`src/rtl/sys_data_setup_pkg.sv`:
```
// Shared types and constants for the systolic array data-setup path.
// DATA_W_DEF is the element width shared with the PE datain port.
package sys_data_setup_pkg;

    typedef enum logic [1:0] {
        IDLE,
        STREAM,
        DRAIN
    } state_e;

    localparam int DATA_W_DEF = 8;

    // Low bit index of lane 'lane' inside a packed vector of 'width'-bit lanes.
    function automatic int lane_lo(input int lane, input int width);
        return lane * width;
    endfunction

endpackage

```
`src/rtl/sys_skew_lane.sv`:
```
// One skew lane: a DEPTH-stage shift chain carrying an element and its active bit.
// Define SYS_SETUP_ZERO_GATE_EN to load zero data into bubble slots.
module sys_skew_lane #(
    parameter int DEPTH  = 1,
    parameter int DATA_W = 8
) (
    input  logic              clk,
    input  logic              rst_n,
    input  logic              in_active,
    input  logic [DATA_W-1:0] in_data,
    output logic              out_active,
    output logic [DATA_W-1:0] out_data
);

    logic [DATA_W-1:0] data_q [DEPTH];
    logic [DATA_W-1:0] data_d [DEPTH];
    logic [DEPTH-1:0]  active_q;
    logic [DEPTH-1:0]  active_d;

    always_comb begin
        active_d[0] = in_active;
`ifdef SYS_SETUP_ZERO_GATE_EN
        data_d[0] = in_active ? in_data : '0;
`else
        // Holding stage 0 during bubbles avoids toggling the whole chain.
        data_d[0] = in_active ? in_data : data_q[0];
`endif
        for (int i = 1; i < DEPTH; i++) begin
            active_d[i] = active_q[i-1];
            data_d[i]   = data_q[i-1];
        end
    end

    always_ff @(posedge clk or negedge rst_n) begin
        if (!rst_n) begin
            active_q <= '0;
            for (int i = 0; i < DEPTH; i++) begin
                data_q[i] <= '0;
            end
        end else begin
            active_q <= active_d;
            for (int i = 0; i < DEPTH; i++) begin
                data_q[i] <= data_d[i];
            end
        end
    end

    assign out_active = active_q[DEPTH-1];
    assign out_data   = data_q[DEPTH-1];

endmodule

```
`src/rtl/sys_data_setup.sv`:
```
// Feeds the PE array's left column with diagonally skewed activation vectors.
// Optional macro SYS_SETUP_ZERO_GATE_EN: bubble slots carry zero data.
module sys_data_setup
    import sys_data_setup_pkg::*;
#(
    parameter int ROWS   = 8,
    parameter int DATA_W = DATA_W_DEF
) (
    input  logic                   clk,
    input  logic                   rst_n,
    input  logic                   in_valid,
    output logic                   in_ready,
    input  logic [ROWS*DATA_W-1:0] in_vec,
    input  logic                   in_last,
    output logic [ROWS*DATA_W-1:0] row_data,
    output logic [ROWS-1:0]        row_active,
    output logic                   done
);

    localparam int CNT_W = (ROWS > 1) ? $clog2(ROWS) : 1;

    state_e            state_q, state_d;
    logic [CNT_W-1:0]  cnt_q, cnt_d;
    logic              done_q, done_d;
    logic              in_ready_q, in_ready_d;
    logic              accept;

    assign accept = in_valid && in_ready_q;

    always_comb begin
        state_d = state_q;
        cnt_d   = cnt_q;
        done_d  = 1'b0;
        case (state_q)
            IDLE, STREAM: begin
                if (accept) begin
                    if (in_last) begin
                        state_d = DRAIN;
                        cnt_d   = CNT_W'(ROWS - 1);
                        // A single row is fully issued on the acceptance edge itself.
                        if (ROWS == 1) begin
                            done_d = 1'b1;
                        end
                    end else begin
                        state_d = STREAM;
                    end
                end
            end
            DRAIN: begin
                if (cnt_q <= CNT_W'(1)) begin
                    state_d = IDLE;
                    cnt_d   = '0;
                    if (ROWS > 1) begin
                        done_d = 1'b1;
                    end
                end else begin
                    cnt_d = cnt_q - 1'b1;
                end
            end
            default: begin
                state_d = IDLE;
                cnt_d   = '0;
            end
        endcase
        in_ready_d = (state_d != DRAIN);
    end

    always_ff @(posedge clk or negedge rst_n) begin
        if (!rst_n) begin
            state_q    <= IDLE;
            cnt_q      <= '0;
            done_q     <= 1'b0;
            in_ready_q <= 1'b1;
        end else begin
            state_q    <= state_d;
            cnt_q      <= cnt_d;
            done_q     <= done_d;
            in_ready_q <= in_ready_d;
        end
    end

    assign in_ready = in_ready_q;
    assign done     = done_q;

    for (genvar r = 0; r < ROWS; r++) begin : g_lane
        sys_skew_lane #(
            .DEPTH  (r + 1),
            .DATA_W (DATA_W)
        ) u_lane (
            .clk        (clk),
            .rst_n      (rst_n),
            .in_active  (accept),
            .in_data    (in_vec[lane_lo(r, DATA_W) +: DATA_W]),
            .out_active (row_active[r]),
            .out_data   (row_data[lane_lo(r, DATA_W) +: DATA_W])
        );
    end

endmodule
```
`config.mk`:
```
export PLATFORM = sky130hd
export DESIGN_NAME = sys_data_setup
export DESIGN_NICKNAME = d
export VERILOG_FILES = /design/src/rtl/sys_data_setup_pkg.sv /design/src/rtl/sys_skew_lane.sv /design/src/rtl/sys_data_setup.sv
export SDC_FILE = /design/constraint.sdc
export NUM_CORES = 1
export LEC_CHECK = 0
export ABC_AREA = 1
export BUFFER_PORTS_ARGS = -buffer_cell sky130_fd_sc_hd__buf_2
export CAP_MARGIN = 20
export CORE_AREA = 2 2 161 163
export CTS_BUF_LIST = sky130_fd_sc_hd__clkbuf_16
export CTS_CLUSTER_SIZE = 10
export DETAILED_ROUTE_END_ITERATION = 16
export DIE_AREA = 0 0 163 165
export PLACE_DENSITY = 0.53
export SYNTH_ARGS = -nofsm -noshare
export SYNTH_HDL_FRONTEND = slang
export SYNTH_SLANG_ARGS = --single-unit
```
`constraint.sdc`:
```
create_clock -name clk -period 1.98 [get_ports clk]
set_input_delay 0.594 -clock clk [delete_from_list [all_inputs] [get_ports clk]]
set_output_delay 0.594 -clock clk [all_outputs]
set_load 0.05 [all_outputs]
```
==> results.md <==
- Layout cell share with drive strength beyond 1: 26.5%
- Crit-path max cell delay: 540 ps
- Total grt overflow: 0
- Initial Util: 34.5%
- Die width: 163 µm
- CP startpoint kind: register
- First-pass GRT wire length: 24100 µm
- Die footprint: 0.0269 mm²
- WP buf/inv: 1
- Post-Synthesis Cell Area: 0.00864 mm²
- Mapped Cells: 552
- Die height: 165 µm
- P per Cell Area: 1720 mW/mm²
- Std cell rows: 58
- DRT antenna net count: 0
- Synth Net Count: 622
- Clock sinks: 303
- Status: finished clean
- DRT Pass-1 Iters: 4
- Hold path startpoint: in_vec[7]
- Clock Path Buffers: 3
- HP Class: input port to register
- WHS Path Cells: 3
- H-tree depth: 2
- Nets: 791
- Routed via count: 4342
- Setup Buffers After CTS: 0
- Finished Layout Cells: 1062
- Delay-heaviest family, CP: flip-flops
- Ant. Diodes: 0
- Tmin final: 1890 ps
- Antenna violations before repair: 0
- Setup Viol. Count Final: 0
- Critical-path cell list: buf_2
- Util after Layout: 43.0%
- Final GP Congestion: 0.730
- Sequential share of the synthesized area: 87.7%
- Worst R2R Setup Slack: 580 ps
- Worst-Margin Slew: 467 ps
- Fin. max-slew vios: 0
- RSZ-0062 raised after global routing: false
- Reg2Reg Depth: 5
- Pwr Total: 18.5 mW
- Drc violations: 0
- Arrival @ worst endpoint: 1300 ps
- Largest net degree at the start of global routing: 75
- Syn avg cell area: 15.7 µm²
- Final wirelength: 14500 µm
- Yosys reg bits: 303
- Clock transition at the registers of the reported paths: 50 ps
- Syn. warnings: 0
- Root buffer cell: clkbuf_16
- I/O Buffers: 141
- Final hold violation count: 0
- Worst setup EP type: output pin
- Worst skew pair latency: 500 ps
- Worst Skew: 17.9 ps
- Critical path class: register to output pin
- Hold WS: 295 ps
- Crit-path max FO: 2
- Drt wl/cell: 13.6 µm
- Total negative slack: 0 ps
- Critical R2R Capture: cnt_q[2]
- DRT iter0 DRCs: 187
- Placed cells: 1012
- Critical R2R Launch: in_ready
- Worst Hold End: g_lane[0].u_lane.out_data[7]
- Filler cells: 2283
- Max cap viols: 0
- Total GRT Usage: 11.4%
- Num ports: 142
- Tcrit/Tclk final: 95.5%
- Max IR drop VDD: 0.945 mV
- CTS buffer count: 36
- Post-DP HPWL: 9270 µm
- Worst Path Required: 1390 ps
- Slew HR: 68.9%
- F_max: 0.529 GHz
- CTS tree: built
- Netlist cell types: 13
- Vias in the first global route: 4663
- Layout Area Growth over Synthesis: 24.4%
- P_leak: 5.56 nW
- Slowest-stage cell, CP: dfstp_2
- Routed vias/inst: 4.09
- Core area: 0.0250 mm²
-- layout make-up --
| type | instances | area, µm² | share of cell area, % |
|---|---|---|---|
| clock buffers | 38 | 951 | 8.84 |
| inverters | 10 | 37.5 | 0.349 |
| well taps | 330 | 413 | 3.84 |
| repair buffers | 153 | 871 | 8.10 |
| multi-input cells | 217 | 846 | 7.86 |
| flip-flops and latches | 303 | 7580 | 70.5 |
| clock inverters | 11 | 53.8 | 0.500 |
-- sequential cells by signal, indices dropped and copies added, names as in the netlist --
signal	count
in_ready	1
done	1
cnt_q	3
g_lane.u_lane.active_q	8
state_q	2
g_lane.u_lane.data_d	224
g_lane.u_lane.out_data	64
-- through the flow --
| step | setup WS [ps] | cell area [µm²] |
|---|---|---|
| after floorplan | 617 | 8640 |
| after global placement | 434 | 9740 |
| after detailed placement | 331 | 9740 |
| after CTS | 61.6 | 10800 |
| after global routing | 35.8 | 10800 |
| final | 89.1 | 10800 |
-- cell usage after synthesis (all sizes together) --
library cell / n / area [µm²]
nor2: 3 / 11.3
inv: 10 / 37.5
ha: 2 / 25.0
dfstp: 1 / 26.3
buf: 22 / 179
nand3: 3 / 15.0
nor3: 2 / 10.0
dfrtp: 302 / 7560
o21ai: 4 / 20.0
nand2: 203 / 762
-- cells in the final DEF (no fill, tap or decap) --
| cell | n |
|---|---|
| buf_12 | 5 |
| buf_2 | 140 |
| buf_4 | 6 |
| buf_8 | 1 |
| clkbuf_16 | 38 |
| clkinv_1 | 2 |
| clkinv_8 | 1 |
| dfrtp_1 | 302 |
| dfstp_2 | 1 |
| dlygate4sd3_1 | 1 |
| ha_1 | 2 |
| inv_1 | 17 |
| inv_2 | 1 |
| nand2_1 | 202 |
| nand2_2 | 1 |
| nand3_1 | 3 |
| nor2_1 | 3 |
| nor3_1 | 2 |
| o21ai_0 | 4 |
-- layer usage --
layer / vias up / wire length (µm) / GRT usage [%]
met5: - / 0 / 0
met4: 0 / 364 / 4.55
met3: 31 / 937 / 3.39
met2: 128 / 6670 / 17.2
met1: 2178 / 6480 / 15.5
li1: 2005 / - / -
-- how the worst max path moves through the flow --
stage	startpoint	end	cells after the start
finish	in_ready	in_ready	1
global route	in_ready	in_ready	1
CTS	in_ready	in_ready	1
detailed placement	in_valid	cnt_q[0]	6
global placement	in_valid	cnt_q[2]	6
floorplan	in_ready	g_lane[0].u_lane.out_data[0]	5
-- cells by family (layout without fill, tap and decap cells) --
kind of cell / after synthesis / after routing / synth area share [%]
flip-flops: 303 / 303 / 87.7
adder cells (fa/ha/maj): 2 / 2 / 0.289
buffers and inverters: 32 / 212 / 2.50
AND/OR/NAND/NOR: 211 / 211 / 9.24
AO/OA/AOI/OAI: 4 / 4 / 0.232
-- power breakdown --
part	internal, mW	total [mW]	switching (mW)
Clock	3.39	5.58	2.19
Combinational	0.767	3.69	2.93
Sequential	8.46	9.22	0.757
-- what timing repair did --
action / CTS / global route
resized for setup: 0 / 0
endpoints found under the hold margin: 35 / 0
hold buffers: 1 / 0
Note: power is estimated with default switching activity, not from simulation.
